===== config.mk =====
export PLATFORM = sky130hd
export DESIGN_NAME = ex_muldiv_flat
export DESIGN_NICKNAME = d
export VERILOG_FILES = /design/src/rtl/ex_muldiv_pkg.sv /design/src/rtl/ex_muldiv_if.sv /design/src/rtl/ex_muldiv_iter.sv /design/src/rtl/ex_muldiv.sv /design/src/flat_wrapper.sv
export SDC_FILE = /design/constraint.sdc
export NUM_CORES = 1
export LEC_CHECK = 0
export ABC_CLOCK_PERIOD_IN_PS = 15500
export CAP_MARGIN = 25
export CORE_MARGIN = 3
export CORE_UTILIZATION = 65
export CTS_CLUSTER_DIAMETER = 60
export DETAILED_ROUTE_END_ITERATION = 8
export PLACE_DENSITY = 0.84
export SYNTH_ARGS = -nofsm -noshare
export SYNTH_HDL_FRONTEND = slang
export SYNTH_SLANG_ARGS = --single-unit
export TNS_END_PERCENT = 30

===== constraint.sdc =====
create_clock -name clk -period 15.5 [get_ports clk]
set_input_delay 3.1 -clock clk [delete_from_list [all_inputs] [get_ports clk]]
set_output_delay 3.1 -clock clk [all_outputs]
set_load 0.05 [all_outputs]

===== src/rtl/ex_muldiv_pkg.sv =====
// Shared encodings for the EX-stage multiply/divide unit: md_op codes and FSM states.
package ex_muldiv_pkg;

  localparam logic [1:0] MD_MULT  = 2'b00;
  localparam logic [1:0] MD_MULTU = 2'b01;
  localparam logic [1:0] MD_DIV   = 2'b10;
  localparam logic [1:0] MD_DIVU  = 2'b11;

  typedef enum logic [1:0] {
    MD_IDLE = 2'b00,
    MD_BUSY = 2'b01,
    MD_DONE = 2'b10
  } md_state_e;

  function automatic logic md_is_signed(input logic [1:0] op);
    return (op == MD_MULT) || (op == MD_DIV);
  endfunction

endpackage


===== src/rtl/ex_muldiv_if.sv =====
// Handshake bundle between the ID/EX pipe register (master) and the mul/div unit (slave).
interface ex_muldiv_if #(
  parameter int WIDTH = 32
);
  logic             start;
  logic [1:0]       md_op;
  logic [WIDTH-1:0] src_a;
  logic [WIDTH-1:0] src_b;
  logic             flush;
  logic             exe_stall;
  logic             md_done;
  logic [WIDTH-1:0] md_hi;
  logic [WIDTH-1:0] md_lo;
  logic [1:0]       hilo_we;

  modport master (
    output start, md_op, src_a, src_b, flush,
    input  exe_stall, md_done, md_hi, md_lo, hilo_we
  );

  modport slave (
    input  start, md_op, src_a, src_b, flush,
    output exe_stall, md_done, md_hi, md_lo, hilo_we
  );
endinterface


===== src/rtl/ex_muldiv_iter.sv =====
// One iteration of the unsigned datapath: right-shifting shift-add multiply or
// left-shifting restoring divide over the {acc, lo} register pair. Purely combinational.
module ex_muldiv_iter #(
  parameter int WIDTH = 32
) (
  input  logic             is_div,
  input  logic [WIDTH-1:0] acc_i,
  input  logic [WIDTH-1:0] lo_i,
  input  logic [WIDTH-1:0] opnd_i,
  output logic [WIDTH-1:0] acc_o,
  output logic [WIDTH-1:0] lo_o
);

  logic [WIDTH:0] sum;
  logic [WIDTH:0] shifted;
  logic [WIDTH:0] diff;

  // diff[WIDTH] is the borrow: the partial remainder is always below the divisor,
  // so a successful subtract never sets the top bit.
  always_comb begin
    sum     = {1'b0, acc_i} + {1'b0, (lo_i[0] ? opnd_i : {WIDTH{1'b0}})};
    shifted = {acc_i, lo_i[WIDTH-1]};
    diff    = shifted - {1'b0, opnd_i};
    acc_o   = sum[WIDTH:1];
    lo_o    = {sum[0], lo_i[WIDTH-1:1]};
    if (is_div) begin
      if (!diff[WIDTH]) begin
        acc_o = diff[WIDTH-1:0];
        lo_o  = {lo_i[WIDTH-2:0], 1'b1};
      end else begin
        acc_o = shifted[WIDTH-1:0];
        lo_o  = {lo_i[WIDTH-2:0], 1'b0};
      end
    end
  end

endmodule


===== src/rtl/ex_muldiv.sv =====
// Multi-cycle MULT/MULTU/DIV/DIVU unit stalling ID/EX until HI/LO are ready.
// Optional FAST_MUL_EN: multiplies finish in a single step (IDLE -> DONE).
module ex_muldiv
  import ex_muldiv_pkg::*;
#(
  parameter int WIDTH = 32,
  parameter int CNT_W = 6
) (
  input logic       clk,
  input logic       reset,
  ex_muldiv_if.slave md
);

  md_state_e        state_q, state_d;
  logic [CNT_W-1:0] cnt_q, cnt_d;
  logic [WIDTH-1:0] acc_q, acc_d, lo_q, lo_d, opnd_q, opnd_d;
  logic [WIDTH-1:0] md_hi_q, md_hi_d, md_lo_q, md_lo_d;
  logic             is_div_q, is_div_d, res_neg_q, res_neg_d, rem_neg_q, rem_neg_d;

  logic [WIDTH-1:0]   acc_step, lo_step, abs_a, abs_b, quo_fix, rem_fix;
  logic [2*WIDTH-1:0] prod_fix;
  logic               a_neg, b_neg, op_div, issue, done;

`ifdef FAST_MUL_EN
  logic [2*WIDTH-1:0] fast_prod;
  assign fast_prod = {{WIDTH{a_neg}}, md.src_a} * {{WIDTH{b_neg}}, md.src_b};
`endif

  ex_muldiv_iter #(.WIDTH(WIDTH)) u_iter (
    .is_div (is_div_q),
    .acc_i  (acc_q),
    .lo_i   (lo_q),
    .opnd_i (opnd_q),
    .acc_o  (acc_step),
    .lo_o   (lo_step)
  );

  always_comb begin
    a_neg    = md_is_signed(md.md_op) & md.src_a[WIDTH-1];
    b_neg    = md_is_signed(md.md_op) & md.src_b[WIDTH-1];
    op_div   = md.md_op[1];
    abs_a    = a_neg ? -md.src_a : md.src_a;
    abs_b    = b_neg ? -md.src_b : md.src_b;
    issue    = (state_q == MD_IDLE) & md.start & ~md.flush;
    done     = (state_q == MD_DONE) & ~md.flush;
    prod_fix = res_neg_q ? -{acc_step, lo_step} : {acc_step, lo_step};
    quo_fix  = res_neg_q ? -lo_step : lo_step;
    rem_fix  = rem_neg_q ? -acc_step : acc_step;
  end

  // A zero divisor must leave the all-ones quotient unnegated, hence the |src_b term.
  always_comb begin
    state_d   = state_q;
    cnt_d     = cnt_q;
    acc_d     = acc_q;
    lo_d      = lo_q;
    opnd_d    = opnd_q;
    is_div_d  = is_div_q;
    res_neg_d = res_neg_q;
    rem_neg_d = rem_neg_q;
    md_hi_d   = md_hi_q;
    md_lo_d   = md_lo_q;
    case (state_q)
      MD_IDLE: begin
        if (issue) begin
          state_d   = MD_BUSY;
          cnt_d     = '0;
          acc_d     = '0;
          is_div_d  = op_div;
          lo_d      = op_div ? abs_a : abs_b;
          opnd_d    = op_div ? abs_b : abs_a;
          res_neg_d = (a_neg ^ b_neg) & (~op_div | (|md.src_b));
          rem_neg_d = op_div & a_neg;
`ifdef FAST_MUL_EN
          if (!op_div) begin
            state_d = MD_DONE;
            md_hi_d = fast_prod[2*WIDTH-1:WIDTH];
            md_lo_d = fast_prod[WIDTH-1:0];
          end
`endif
        end
      end
      MD_BUSY: begin
        if (md.flush) begin
          state_d = MD_IDLE;
        end else begin
          acc_d = acc_step;
          lo_d  = lo_step;
          if (cnt_q == CNT_W'(WIDTH-1)) begin
            state_d = MD_DONE;
            md_hi_d = is_div_q ? rem_fix : prod_fix[2*WIDTH-1:WIDTH];
            md_lo_d = is_div_q ? quo_fix : prod_fix[WIDTH-1:0];
          end else begin
            cnt_d = cnt_q + 1'b1;
          end
        end
      end
      default: state_d = MD_IDLE;
    endcase
  end

  always_ff @(posedge clk or posedge reset) begin
    if (reset) begin
      state_q   <= MD_IDLE;
      cnt_q     <= '0;
      acc_q     <= '0;
      lo_q      <= '0;
      opnd_q    <= '0;
      is_div_q  <= 1'b0;
      res_neg_q <= 1'b0;
      rem_neg_q <= 1'b0;
      md_hi_q   <= '0;
      md_lo_q   <= '0;
    end else begin
      state_q   <= state_d;
      cnt_q     <= cnt_d;
      acc_q     <= acc_d;
      lo_q      <= lo_d;
      opnd_q    <= opnd_d;
      is_div_q  <= is_div_d;
      res_neg_q <= res_neg_d;
      rem_neg_q <= rem_neg_d;
      md_hi_q   <= md_hi_d;
      md_lo_q   <= md_lo_d;
    end
  end

  assign md.exe_stall = issue | (state_q == MD_BUSY);
  assign md.md_done   = done;
  assign md.hilo_we   = {done, done};
  assign md.md_hi     = md_hi_q;
  assign md.md_lo     = md_lo_q;

endmodule

===== src/flat_wrapper.sv =====
// flat-port wrapper written by rule: the top's interface ports become plain ports
module ex_muldiv_flat import ex_muldiv_pkg::*;
#(
  parameter int WIDTH = 32,
  parameter int CNT_W = 6
)
  (clk, reset, md_start, md_md_op, md_src_a, md_src_b, md_flush, md_exe_stall, md_md_done, md_md_hi, md_md_lo, md_hilo_we);
  ex_muldiv_if #(.WIDTH(WIDTH)) md_i ();
  input logic clk;
  input logic reset;
  input wire logic [$bits(md_i.start)-1:0] md_start;
  input wire logic [$bits(md_i.md_op)-1:0] md_md_op;
  input wire logic [$bits(md_i.src_a)-1:0] md_src_a;
  input wire logic [$bits(md_i.src_b)-1:0] md_src_b;
  input wire logic [$bits(md_i.flush)-1:0] md_flush;
  output wire logic [$bits(md_i.exe_stall)-1:0] md_exe_stall;
  output wire logic [$bits(md_i.md_done)-1:0] md_md_done;
  output wire logic [$bits(md_i.md_hi)-1:0] md_md_hi;
  output wire logic [$bits(md_i.md_lo)-1:0] md_md_lo;
  output wire logic [$bits(md_i.hilo_we)-1:0] md_hilo_we;
  assign md_i.start = md_start;
  assign md_i.md_op = md_md_op;
  assign md_i.src_a = md_src_a;
  assign md_i.src_b = md_src_b;
  assign md_i.flush = md_flush;
  assign md_exe_stall = md_i.exe_stall;
  assign md_md_done = md_i.md_done;
  assign md_md_hi = md_i.md_hi;
  assign md_md_lo = md_i.md_lo;
  assign md_hilo_we = md_i.hilo_we;
  ex_muldiv #(.WIDTH(WIDTH), .CNT_W(CNT_W)) u_core (.clk(clk), .reset(reset), .md(md_i));
endmodule

Word level (Yosys, flattened, before mapping)

Index checks and enable logic that the tools add are counted.

Reductions and logical operators: 10
Equality and inequality tests: 8
$add $sub $neg: 8
Multiplexer cells: 28
Bitwise operators: 12

Operators by type and width:

| operator                                                                 | number |
|---|---|
| 32-bit 2-to-1 mux                                                        | 16 |
| 32-bit negator                                                           | 4 |
| 32-bit case mux with 2 select lines                                      | 2 |
| 64-bit 2-to-1 mux                                                        | 1 |
| 64-bit negator                                                           | 1 |
| 32-bit by 32-bit adder with 33-bit output                                | 1 |
| 33-bit by 32-bit subtractor with 33-bit output                           | 1 |
| 32-bit OR reduction                                                      | 1 |
| 6-bit 2-to-1 mux                                                         | 3 |
| 6-bit case mux with 2 select lines                                       | 1 |
| 1-bit AND                                                                | 7 |
| 6-bit by 1-bit adder with 6-bit output (second input constant)           | 1 |
| 6-bit by 5-bit == test with 1-bit output (second input constant)         | 1 |
| 2-bit 2-to-1 mux                                                         | 3 |
| 3-bit AND reduction                                                      | 2 |
| 2-bit == test (second input constant)                                    | 2 |
| 2-bit logical NOT                                                        | 2 |
| 2-bit inequality test (second input constant)                            | 2 |
| 2-bit case mux with 2 select lines                                       | 1 |
| 2-bit AND reduction                                                      | 2 |
| 4-bit AND reduction                                                      | 1 |
| 3-bit by 2-bit inequality test with 1-bit output (second input constant) | 1 |
| 2-bit by 1-bit == test with 1-bit output (second input constant)         | 1 |
| 2-bit by 1-bit inequality test with 1-bit output (second input constant) | 1 |
| other kinds (6)                                                          | 8 |

Register bits: 171
Input bits: 70
Output and inout bits: 68
Logic and storage cells: 76

Longest topological paths before layout

Gate-level depths: netlist of run 1.

Depth after elaboration: 7
Mapped depth: 24
Depth with buffers taken out: 22

Hierarchy

A second synthesis of run 1 with hierarchy kept.

Cell total of the unflattened synthesis: 1,856
Area, all modules: 14,883.0 um^2

By module, submodules not included:

| module         | instances | area each (um^2) | sequential area each (um^2) | cells an instance |
|---|---|---|---|---|
| ex_muldiv      | 1         | 10,179.8         | 4,279.1                     | 1,174 |
| ex_muldiv_iter | 1         | 4,703.3          | 0.0                         | 682 |

Least setup slack after synthesis of run 1

No wires, ideal clock.

Path type: input to output
Start: input md_flush
End: output md_hilo_we[0]
Stages on the path: 2
Path buffers: 1
Data required time: 12,400 ps
Path slack: 7,662 ps
Data arrival time: 4,738 ps
Cell sequence: nor3b_1 -> buf_4

Word-level cells in the longest chain between the ends: 2

RTL lines:

| item               | line               | text |
|---|---|---|
| start: declaration | flat_wrapper.sv:15 | `input wire logic [$bits(md_i.flush)-1:0] md_flush;` |
| 1-bit inverter     | ex_muldiv.sv:45    | `done = (state_q == MD_DONE) & ~md.flush;` |
| 1-bit AND          | ex_muldiv.sv:45    |  |
| end: declaration   | flat_wrapper.sv:20 | `output wire logic [$bits(md_i.hilo_we)-1:0] md_hilo_we;` |

Every way passes these cells.

Worst setup path after layout of run 1

Start: input md_flush
End: output md_exe_stall

Word-level cells in the longest chain between the ends: 3

RTL lines:

| item             | line               | text |
|---|---|---|
| 1-bit inverter   | ex_muldiv.sv:44    | `issue = (state_q == MD_IDLE) & md.start & ~md.flush;` |
| 1-bit AND        | ex_muldiv.sv:44    |  |
| 1-bit OR         | ex_muldiv.sv:128   | `assign md.exe_stall = issue \| (state_q == MD_BUSY);` |
| end: declaration | flat_wrapper.sv:16 | `output wire logic [$bits(md_i.exe_stall)-1:0] md_exe_stall;` |

Every way passes these cells.

==> metrics list, run 1 <==
* Setup slack after layout: 6.93 ns
* Post-synthesis adder-cell area fraction: 5.70%
* Final wirelength: 55,000 µm
- Post-synthesis compound-gate area fraction: 28.9%
* Share of post-route cells with drive strength above 1: 5.36%
- CTS tree: built
- Between clock sinks in the finished design, the worst skew comes to 0.0254 ns.
- Source-to-sink clock delay at the later pin of the worst-skew pair: 0.46 ns
- Number of DRC markers after the initial detailed-route iteration: 1,953
* Worst endpoint required time: 12.40 ns
- The H-tree was split into 4 levels.
- Critical path type: input pin to output pin
- 138 I/O pins were placed.
- Number of max-capacitance violations reported: 0
- Headroom to the max-slew limit: 28.1%
- Maximum buffer depth of the clock tree: 2
- Met3 routed WL: 5350 µm
- After detailed routing, no signal wire sits above met4.
- Power density over the cells: 177 nW/µm²
- The worst setup path is launched from an input pin.
* Met2 Wirelength: 24,800 µm
- Measured along the y axis, the die boundary spans 162 µm.
- Synthesized Nets: 2,230
* Avg Vias per Cell: 6.83
* Antenna violations before repair: 0
* Clock slew at the register clock pins of the worst setup and hold paths: 0.08 ns
* Avg WL per Cell: 22.1 µm
- In the final routing, the length of wire on met1 measures 20,100 µm.
- In the synthesized netlist the async set-or-reset flop fraction comes to 100%.
- Counting distinct cell types in the post-synthesis netlist gives 88.
- The die is 162 µm wide.
- Buffers added to address setup during post-CTS repair amount to 0.
* Setup TNS: 0 ns
* Synthesis-stage register bit count: 171
* Detailed-placement wirelength estimate: 40,200 µm
- Of the total synthesized cell area, the portion taken by AND, OR, NAND and NOR gates is 22.9%.
* Die ar.: 26,300 µm²
- Shortest period the worst path allows: 8.57 ns
- The first detailed-routing pass ran for 6 iterations.
- Number of placed cells counting well taps: 2,448
* Maximum fanout along the worst path: 59
* GRT Total Usage: 41.2%
* Worst slack at placement: 6.92 ns
- Core outline area: 23,700 µm²
- Antenna cells: 0
- Area of the multi-input gates: 10,900 µm²
- Summing all flip-flop and latch instances after layout gives 4280 µm².
- Sinks on the clock net: 171
- Fin crit share: 55.3%
- Clock buffers created by TritonCTS: 17
- Combinational family with the most area after synthesis: compound AO/OA/AOI/OAI gates
- Cell type with the largest total area after synthesis: dfrtp_1
* Synth top area share: 27.0%
* Final layout net count: 2,294
- In the routed design, unresolved DRC markers number 0.
- VDD sags by at most 101 µV.
- The root buffer cell chosen for the clock tree is clkbuf_16.
* Number of synthesized flops with an enable pin: 0
- Timing would allow up to 0.117 GHz.
* Most area-consuming cells after synthesis: dfrtp_1 (27%), o21ai_0 (6.9%), a21oi_1 (6.4%)
- In this run the cell area of the synthesized design comes to 15,800 µm².
- Starting Density: 66.9%
* Mux contribution to synthesized area: 2.99%
- Post-Synthesis Mean Instance Area: 7.58 µm²
* Final instance count without filler cells: 2,485
- Outcome: finished, final reports clean
- Critical Path Sink Type: output pin
- Summing the areas of all xor and xnor instances in the mapped netlist gives 8.02% of the synthesized area.
- Hold is met by 0.486 ns.
* Pin count of the biggest net entering global routing: 124
- Number of hold buffers added after cts: 0
- Fraction of the yosys area taken by sequential cells: 27.0%
- Via count of the first global-routing pass: 16,300
- # resized after CTS: 0
- At the pin with the least slew margin, the transition time is 1.07 ns.
- For this block, the via count after detailed routing is 17,000.
* Gpl congestion: 1.04
- For the worst setup path, the data arrival time is 5.47 ns.
- The count of nets left with antenna violations once routing finished came out at 0.
- The area growth from synthesis to layout is 13.9%.
- The worst hold path belongs to the class register to register.
- Setup violations remaining at the end of the flow were counted as 0.
* Final-report hold violation count: 0
* Remaining Overflow, GRT: 0
- During placement, the flow inserted port buffers numbering 137.
* Most frequently used flop master after synthesis: dfrtp_1
- Global-route wire length before repair: 85,700 µm
- Post-Synthesis Cells: 2,089
* Reported leakage power: 7.52 nW
* Number of standard-cell rows in the floorplan: 56
* RSZ-0062 raised after global routing: false
- After layout, the design draws a total of 0.00319 W.
- Max-slew violation count: 0
- Filler cell count in the final layout: 1,827
- Yosys printed 0 warnings.
[sequential cells by signal, summed over array words and instances, names as in the netlist]
name              cells
u_core.rem_neg_q      1
u_core.opnd_q        32
u_core.cnt_q          6
u_core.lo_q          32
u_core.md.md_hi      32
u_core.res_neg_q      1
u_core.is_div_q       1
u_core.acc_q         32
u_core.state_q        2
u_core.md.md_lo      32
[kinds of logic (layout without fill, tap and decap cells)]
kind of cell               after synthesis  count (layout)
adders and majority gates               71              71
DFF                                    171             171
AOI/OAI and AO/OA                      717             717
buffers and inverters                  180             257
xor gates and xnor gates               145             145
and+or+nand+nor                        759             759
muxes                                   46              46
[metrics by stage]
stage	util (%)	area, µm²
after detailed placement	73.1	17300
after CTS	75.8	18000
after global placement	73.1	17300
final	76.2	18000
after global routing	76.2	18000
after floorplan	-	15800
[synth_stat cells, types with 35 or more instances]
library cell and count:
mux2i_1 35, clkbuf_1 89, a21oi_1 202, nor3_1 50, nand2_1 264, ha_1 69
xnor2_1 88, dfrtp_1 171, inv_1 63, xor2_1 57, nor2_1 196, and2_1 46
nand3_1 43, o21ai_0 219
[placed cells by master (no fill, tap or decap), drive strengths merged, types with 17 or more instances in the layout]
cell type,Yosys,final
nor2b,20,20
a211oi,29,29
a22o,20,20
or3,23,23
dfrtp,171,171
nor4,20,20
ha,69,69
nand2,264,264
nand4,21,21
nor3,50,50
a21oi,202,202
a21o,27,27
nor2,196,196
nand2b,20,20
and3,17,17
mux2i,35,35
and2,46,46
buf,27,24
nand3,44,44
a31oi,29,29
inv,63,72
clkdlybuf4s50,0,136
o31ai,32,32
xnor2,88,88
xor2,57,57
clkbuf,89,18
o211ai,24,24
o21ai,228,228
[final cells by class]
class / count / share of cell area [%]
timing repair buffer: 161 / 8.90
clock buffer: 17 / 2.36
clock inverter: 15 / 1.18
multi-input combinational: 1738 / 60.3
sequential: 171 / 23.7
inverter: 64 / 1.36
tap: 319 / 2.21
[report_power, final]
part	switching, W	total, W	internal (W)
Clock	0.000234	0.000471	0.000238
Combinational	0.00134	0.00205	0.000713
Sequential	0.000144	0.000669	0.000525
[per-layer routing]
metal,vias to the layer above,track usage (%)
met4,0,30.2
met1,7937,49.2
met5,-,0
met3,295,8.54
met2,1018,65.9
li1,7715,-
[final timing paths]
kind                                      from             endpoint  slack (ns)  cells after the start
setup / recovery                      md_flush         md_exe_stall        6.93                      5
hold / removal             u_core.md.md_lo[28]  u_core.md.md_lo[28]        0.49                      2
setup reg to reg             u_core.opnd_q[19]  u_core.md.md_hi[22]        9.34                     22
hold reg to reg            u_core.md.md_lo[28]  u_core.md.md_lo[28]        0.49                      2
max in group asynchronous                reset       u_core.lo_q[5]       11.03                      4
min in group asynchronous                reset    u_core.opnd_q[12]        2.94                      2
[critical path: stages]
cell and delay, ns:
clkdlybuf4s50_1 0.49, or4b_2 0.64, buf_4 0.31, nand2_1 0.13, clkdlybuf4s50_1 0.80
No activity file was read; power rests on OpenSTA's default activity.
==> inputs of run 2 (changes only) <==
--- a/config.mk
+++ b/config.mk
@@ -5,13 +5,13 @@
 export SDC_FILE = /design/constraint.sdc
 export NUM_CORES = 1
 export LEC_CHECK = 0
-export ABC_CLOCK_PERIOD_IN_PS = 15500
+export ABC_CLOCK_PERIOD_IN_PS = 8300
 export CAP_MARGIN = 25
 export CORE_MARGIN = 3
-export CORE_UTILIZATION = 65
+export CORE_UTILIZATION = 60
 export CTS_CLUSTER_DIAMETER = 60
 export DETAILED_ROUTE_END_ITERATION = 8
-export PLACE_DENSITY = 0.84
+export PLACE_DENSITY = 0.78
 export SYNTH_ARGS = -nofsm -noshare
 export SYNTH_HDL_FRONTEND = slang
 export SYNTH_SLANG_ARGS = --single-unit
==> constraint.sdc (replaced) <==
create_clock -name clk -period 8.3 [get_ports clk]
set_input_delay 1.66 -clock clk [delete_from_list [all_inputs] [get_ports clk]]
set_output_delay 1.66 -clock clk [all_outputs]
set_load 0.05 [all_outputs]
==> run 2 against run 1 <==
Core utilization down 5.5 points. Sequential cell count unchanged. Global-route usage down 1.5 points. Critical path depth up 17. Worst setup slack worse by 4.2 ns. Register-to-register slack worse by 6.6 ns. Die area up 8.0%. Sequential power up 82%. Clock power up 88%. Clock-buffer cell count unchanged. Routed wire length up 3.6%. Critical path type is now register to register. Largest power group unchanged.
==> metrics list, run 2 (same netlist as run 1, synthesis figures left out) <==
* Outcome: finished, final reports clean
* Critical path type: register to register
* RSZ-0062 raised after global routing: false
- Count of buffers inserted at the top-level ports: 137 (unchanged)
* Slew at the pin with the worst max-slew slack: 1.03 ns (-0.0406 ns)
* Starting Density: 62.0% (-4.9 points)
- The final hold violation count was 0 (unchanged).
- Setup TNS: 0 ns (unchanged)
- CTS tree: built
* Number of standard-cell rows in the floorplan: 58 (+3.6%)
- Commonest non-fill, non-tap cell in the layout: nand2_1
- Area growth from synthesis to layout: 14.0% (about the same)
- The clock latency of the later-clocked register in the worst-skew pair is 0.46 ns (about the same).
- # resized after CTS: 0 (unchanged)
- The worst-case clock skew is 0.0197 ns (-0.00573 ns).
- The diode insertion count for antenna repair came to 0 (unchanged).
- The cell area after layout is 18,100 µm² (about the same).
* Commonest cells after routing, fill and taps aside: nand2_1 (263), o21ai_0 (219), a21oi_1 (202)
* Fin crit share: 66.8%
* Setup-failing EPs final: 0 (unchanged)
* Switching power share of the total: 54.0% (+0.24 points)
- The clock period could shrink to 5.54 ns.
* Number of DRC markers after the initial detailed-route iteration: 1,981 (+1.4%)
- Die width: 168 µm (+3.9%)
* Reported leakage power: 7.52 nW (about the same)
* Die ar.: 28,400 µm² (+8.0%)
- Type of the worst min-delay path: register to register
- Maximum buffer depth of the clock tree: 2 (unchanged)
* Vertical die dimension: 168 µm (+3.9%)
- The power density over the cells is 331 nW/µm² (+87%).
- Gpl congestion: 1.02 (-1.4%)
* Internal power summed over all cells: 0.00275 W (+86%)
* Pin count of the biggest net entering global routing: 123 (-0.81%)
- Critical Path Sink Type: register
* GRT Total Usage: 39.7% (-1.5 points)
- Combinational share of power: 64.9% (+0.6 points)
- The initial antenna violation count came to 1 (+1).
- The data required time at the worst endpoint was 8.59 ns (-3.81 ns).
- The share of final-layout standard cells stronger than drive strength 1 was 5.53% (+0.18 points).
* Sinks on the clock net: 171 (unchanged)
* Remaining Overflow, GRT: 0 (unchanged)
- The number of remaining DRC errors came to 0 (unchanged).
- The clock transition at the register clock pins on the worst setup and hold paths after CTS was 0.08 ns (about the same).
* Number of max-capacitance violations reported: 0 (unchanged)
* Avg WL per Cell: 22.8 µm (+3.0%)
- The critical-path maximum fanout is 5 (-92%).
* Post-detailed-placement cell area: 17,400 µm² (+0.27%)
- CTS placed an instance of clkbuf_16 at the clock tree root.
- Avg Vias per Cell: 6.75 (-1.1%)
- Core outline area: 25,500 µm² (+7.9%)
- Setup Fix Bufs, Post-CTS: 0 (unchanged)
- The count of boundary I/O pins was 138 (unchanged).
- Clock buffers created by TritonCTS: 17 (unchanged)
* Final wirelength: 57,000 µm (+3.6%)
* Max Clk Rate: 0.180 GHz
- Via count of the first global-routing pass: 16,100 (-1.4%)
- The sequential cell fraction of total power came to 20.3% (-0.6 points).
- The count of hold-fix buffers inserted at cts is 0 (unchanged).
* Worst VDD drop: 182 µV (+80%)
* Residual antenna-violating net count after detailed routing: 0 (unchanged)
* Detailed-placement wirelength estimate: 43,100 µm (+7.3%)
* Final layout net count: 2,297 (+0.13%)
* H-tree depth reported by CTS: 4 (unchanged)
- The number of vias in the routed layout was 16,900 (-0.58%).
- Element type at the critical path start: register
- The power spent charging and discharging nets is 0.00323 W (+88%).
* Max-slew violation count: 0 (unchanged)
* Headroom to the max-slew limit: 30.9% (+2.8 points)
- The number of detailed-routing iterations run before antenna repair came to 7 (+1).
* Global-route wire length before repair: 89,200 µm (+4.2%)
- The clock group share of total power is 14.8% (about the same).
- Worst endpoint data arrival time: 5.83 ns (+0.36 ns)
-- run 2: cell count changes in the layout (fill, tap and decap cells not counted), sizes merged --
cell / delta
clkinv: +2
clkbuf: +1
buf: +2
inv: -1
bufinv: -1
-- run 2: worst paths after layout --
| kind | endpoint | slack (ns) | startpoint | depth (start not counted) |
|---|---|---|---|---|
| min reg2reg | u_core.md.md_hi[8] | 0.48 | u_core.md.md_hi[8] | 2 |
| min | u_core.md.md_hi[8] | 0.48 | u_core.md.md_hi[8] | 2 |
| max reg2reg | u_core.md.md_hi[22] | 2.76 | u_core.lo_q[31] | 22 |
| min in group asynchronous | u_core.lo_q[22] | 1.69 | reset | 2 |
| max in group asynchronous | u_core.md.md_hi[7] | 5.39 | reset | 3 |
| max | u_core.md.md_hi[22] | 2.76 | u_core.lo_q[31] | 22 |
-- run 2: power groups by stage --
| stage | sequential (W) | combinational, W | clock [W] |
|---|---|---|---|
| 2_1_floorplan | 0.00112 | 0.00269 | 0 |
| 3_3_place_gp | 0.00120 | 0.00367 | 0 |
| 3_5_place_dp | 0.00122 | 0.00371 | 0 |
| 4_1_cts | 0.00120 | 0.00374 | 0.000883 |
| 5_1_grt | 0.00123 | 0.00416 | 0.000916 |
| 6_report | 0.00122 | 0.00388 | 0.000886 |
-- run 2: final cells by class --
class                   count  area [µm²]
clock buffers              17         425
clock inverters            15         220
fillers                  2144        7490
inverters                  64         245
multi-input cells        1738       10900
flip-flops and latches    171        4280
well taps                 330         413
repair buffers            164        1590
-- run 2: through the flow --
| step | hold slack [ns] | total power, W | cells | utilization [%] | setup WS, ns |
|---|---|---|---|---|---|
| detailed placement | 0.470 | 0.00493 | 2463 | 68.0 | 2.93 |
| global placement | 0.465 | 0.00487 | 2463 | 68.0 | 2.98 |
| CTS | 0.487 | 0.00583 | 2495 | 70.5 | 2.92 |
| finish | 0.484 | 0.00599 | 2499 | 70.7 | 2.76 |
| floorplan | 0.464 | 0.00381 | 2089 | - | 2.01 |
| global route | 0.510 | 0.00631 | 2499 | 70.7 | 2.51 |
-- run 2: critical path, cell delays in order, from the launching register on --
cell and delay [ns]:
dfrtp_1 0.39, inv_1 0.09, ha_1 0.22, fa_1 0.39, nand2b_1 0.21, a21oi_1 0.35
o31a_1 0.27, o211ai_1 0.24, a31oi_2 0.26, nor2_1 0.13, or2_1 0.30, inv_1 0.10
ha_1 0.16, o21ai_0 0.23, nor2_1 0.17, nand2_1 0.12, or2_2 0.35, or3_1 0.43
nor2_1 0.23, a21oi_1 0.12, a221oi_1 0.33, xor2_1 0.18, o21ai_0 0.09
-- run 2: layer usage --
layer	vias to the layer above	GRT usage (%)	share of wire [%]
met1	7909	50.0	38
met2	986	64.1	45
met4	2	25.2	7.7
met3	232	5.91	8.6
met5	-	0	0.023
li1	7738	-	-
==> inputs of run 3 (changes only) <==
--- a/config.mk
+++ b/config.mk
@@ -5,13 +5,13 @@
 export SDC_FILE = /design/constraint.sdc
 export NUM_CORES = 1
 export LEC_CHECK = 0
-export ABC_CLOCK_PERIOD_IN_PS = 8300
+export ABC_CLOCK_PERIOD_IN_PS = 5000
 export CAP_MARGIN = 25
 export CORE_MARGIN = 3
-export CORE_UTILIZATION = 60
+export CORE_UTILIZATION = 54
 export CTS_CLUSTER_DIAMETER = 60
 export DETAILED_ROUTE_END_ITERATION = 8
-export PLACE_DENSITY = 0.78
+export PLACE_DENSITY = 0.74
 export SYNTH_ARGS = -nofsm -noshare
 export SYNTH_HDL_FRONTEND = slang
 export SYNTH_SLANG_ARGS = --single-unit
==> constraint.sdc (replaced) <==
create_clock -name clk -period 5 [get_ports clk]
set_input_delay 1 -clock clk [delete_from_list [all_inputs] [get_ports clk]]
set_output_delay 1 -clock clk [all_outputs]
set_load 0.05 [all_outputs]
==> run 3 against run 2 <==
Sequential power is 61% higher. Hold slack hardly changed. Cell area is 4.4% higher. Worst setup slack worse by 2.5 ns. Combinational power is 84% higher. First-iteration DRC count is 8.3% lower. Sequential share of layout area is 1.0 points lower. Sequential cell count stayed put. Clock-buffer cell count stayed put. Die area is 11% higher. Register-to-register slack worse by 2.5 ns. Critical path depth is 3 lower. Critical path type unchanged. Highest routed layer is now met4.
==> metrics list, run 3 (same netlist as run 1, synthesis figures left out) <==
- The tree is rooted in a clkbuf_16.
- The final hold violation count came to 0 (unchanged).
- The number of vias in the routed layout was 16,900 (+0.053%).
- Worst endpoint required time: 5.32 ns (-3.27 ns)
* CTS tree: built
- The half-perimeter wire length of the detailed placement result was 46,200 µm (+7.0%).
- The worst setup path is of the register to register kind.
- Count of buffers inserted at the top-level ports: 137 (unchanged)
- Critical Path Sink Type: register
* Sinks on the clock net: 171 (unchanged)
- The number of stages on the worst setup path was 19 (-14%).
* Clock skew: 0.0213 ns (+0.00157 ns)
* Die ar.: 31,400 µm² (+11%)
- Maximum buffer depth of the clock tree: 2 (unchanged)
* Worst endpoint data arrival time: 5.06 ns (-0.77 ns)
* WHS: 0.484 ns (-0.000304 ns)
- Area of the multi-input gates: 11,000 µm² (+0.90%)
* Final wirelength: 59,100 µm (+3.7%)
- Final instance count without filler cells: 2,636 (+5.5%)
* Gpl congestion: 1.07 (+5.2%)
- Via count of the first global-routing pass: 16,000 (-0.72%)
* Number of DRC markers after the initial detailed-route iteration: 1,816 (-8.3%)
- Number of cells traversed by the worst register-to-register path: 19 (-14%)
- I/O pins: 138 (unchanged)
* Iteration count of the initial detailed-routing pass: 6 (-1)
- WP buf/inv: 5 (+3)
* GRT Total Usage: 37.5% (-2.1 points)
* Number of hold buffers added after cts: 0 (unchanged)
- The post-layout net count was 2,379 (+3.6%).
- Antenna violations before repair: 0 (-1)
- Headroom to the max-slew limit: 31.4% (+0.56 points)
* Residual antenna-violating net count after detailed routing: 0 (unchanged)
* Number of max-capacitance violations reported: 0 (unchanged)
- The clock latency of the later-clocked register in the worst-skew pair was 0.47 ns (about the same).
* Area growth from synthesis to layout: 19.0%
- Avg Vias per Cell: 6.40 (-5.1%)
- Global-route wire length before repair: 91,200 µm (+2.2%)
* Starting Density: 55.0% (-7.0 points)
- Commonest cells after routing, fill and taps aside: nand2_1 (263), o21ai_0 (218), a21oi_1 (199)
- Max-slew violation count: 0 (unchanged)
- The largest net degree at the start of global routing came to 121 (-1.6%).
* Cell count of the worst hold path: 2 (unchanged)
- The worst register-to-register path begins at u_core.lo_q[31].
- PnR Total Power: 0.0106 W (+77%)
- The count of endpoints failing setup in the final report was 0 (unchanged).
- The shortest clock period the worst path allows after layout is 4.74 ns (-0.801 ns).
- The register area was 4280 µm² (unchanged).
* Core outline area: 28,800 µm² (+13%)
* Share of post-route cells with drive strength above 1: 9.68% (+4.2 points)
- The measured slew at the worst slew-check pin is 1.03 ns (-0.000489 ns).
* Remaining Overflow, GRT: 0 (unchanged)
- Delay of the slowest critical-path stage: 0.41 ns (-0.02 ns)
- Outcome: finished, final reports clean
- The y dimension of the die is 177 µm (+5.2%).
* Worst setup endpoint: u_core.md.md_hi[29]
- The slack of the worst reg-to-reg path was 0.26 ns (-2.50 ns).
- The number of cell rows was 62 (+6.9%).
* Filler cell count in the final layout: 2,580 (+20%)
* Cell breakdown of the critical path: inv_1, ha_1, fa_1, nand2b_1, a21oi_4, o31a_1, o211ai_1, nand3_2, buf_4, nand2_1, buf_4, a221oi_1, buf_4, nor4_4, buf_4, nand4_1, a221oi_1, xor2_1, o21ai_0
- Number of placed cells counting well taps: 2,600 (+5.6%)
* Reported leakage power: 7.94 nW (+5.6%)
- The die width was 177 µm (+5.2%).
- The clock transition at the register clock pins on the worst setup and hold paths after CTS is 0.08 ns (about the same).
- The tightest min-delay check is of the register to register type.
* H-tree depth reported by CTS: 4 (unchanged)
* Post-route DRC violation count: 0 (unchanged)
- Commonest non-fill, non-tap cell in the layout: nand2_1
* Crit path launch: u_core.lo_q[31]
* Element type at the critical path start: register
- Max Clk Rate: 0.211 GHz (+17%)
* Avg WL per Cell: 22.4 µm (-1.7%)
- In this run the critical register-to-register path is captured at u_core.md.md_hi[29].
- Power density over the cells: 562 nW/µm² (+70%)
- The maximum resistive drop on vdd came to 280 µV (+54%).
* Critical-path cell with the highest stage delay: o211ai_1
- The most numerous cell type found on the critical path is buf_4.
- The critical-path maximum fanout is 10 (+5).
- Category of cells accounting for the largest share of critical-path delay: compound AO/OA/AOI/OAI gates
* Clock buffers created by TritonCTS: 17 (unchanged)
- The ratio of final minimum period to clock period came to 94.8% (+28 points).
[run 3: cell count changes in the layout (fill, tap and decap cells not counted), moves of 2 or more]
cell / previous run / this run
clkinv_8: 7 / 3
a21oi_2: 0 / 2
ha_1: 69 / 65
buf_4: 24 / 105
ha_2: 0 / 2
inv_12: 3 / 6
buf_6: 0 / 2
ha_4: 0 / 2
a21oi_1: 202 / 199
[run 3: worst reg2reg max path: stages (launching register included)]
cell and delay, ns:
dfrtp_1 0.40, inv_1 0.12, ha_1 0.21, fa_1 0.20, nand2b_1 0.21, a21oi_4 0.10
o31a_1 0.33, o211ai_1 0.41, nand3_2 0.28, buf_4 0.23, nand2_1 0.17, buf_4 0.25
a221oi_1 0.14, buf_4 0.19, nor4_4 0.40, buf_4 0.19, nand4_1 0.11, a221oi_1 0.40
xor2_1 0.18, o21ai_0 0.09
[run 3: per-layer routing]
metal  track usage [%]  vias up  wire length (µm)
met1              48.0     7962             23500
met3              4.33      192              4160
met4              23.2        0              4240
met2              60.7      818             27200
met5                 0        -                 0
li1                  -     7904                 -
[run 3: cell type report]
cell class              instances  share of cell area, %
inverters                      64                   1.29
flip-flops and latches        171                   22.7
diodes                          1                 0.0133
multi-input cells            1738                   58.2
repair buffers                246                   11.8
well taps                     384                   2.55
clock buffers                  17                   2.26
clock inverters                15                   1.14
[run 3: repair_timing]
action | in CTS | in global routing
endpoints found under the setup margin | 0 | 19
setup buffers | 0 | 1
resized for setup | 0 | 24
[run 3: how the worst min path moves through the flow]
stage | from | end | slack, ns
floorplan | u_core.opnd_q[10] | u_core.opnd_q[10] | 0.46
global placement | u_core.md.md_hi[18] | u_core.md.md_hi[18] | 0.46
detailed placement | u_core.md.md_hi[31] | u_core.md.md_hi[31] | 0.47
CTS | u_core.md.md_lo[28] | u_core.md.md_lo[28] | 0.49
global route | u_core.md.md_lo[4] | u_core.md.md_lo[4] | 0.51
finish | u_core.md.md_lo[28] | u_core.md.md_lo[28] | 0.48
[run 3: power by group]
part	switching, W	internal, W	leakage (nW)
sequential	0.000344	0.00163	2.22
clock	0.000768	0.000710	0.309
combinational	0.00447	0.00268	5.41
total	0.00558	0.00502	7.94
[run 3: through the flow]
| step | setup WS, ns | area (µm²) | TNS, ns | utilization [%] |
|---|---|---|---|---|
| 5_1_grt | -0.0227 | 18900 | -0.0227 | 65.5 |
| 4_1_cts | 0.0698 | 18700 | 0 | 65.0 |
| 3_5_place_dp | 0.111 | 18100 | 0 | 62.8 |
| 6_report | 0.259 | 18900 | 0 | 65.5 |
| 3_3_place_gp | 0.221 | 18100 | 0 | 62.8 |
| 2_1_floorplan | 0.0608 | 15800 | 0 | - |
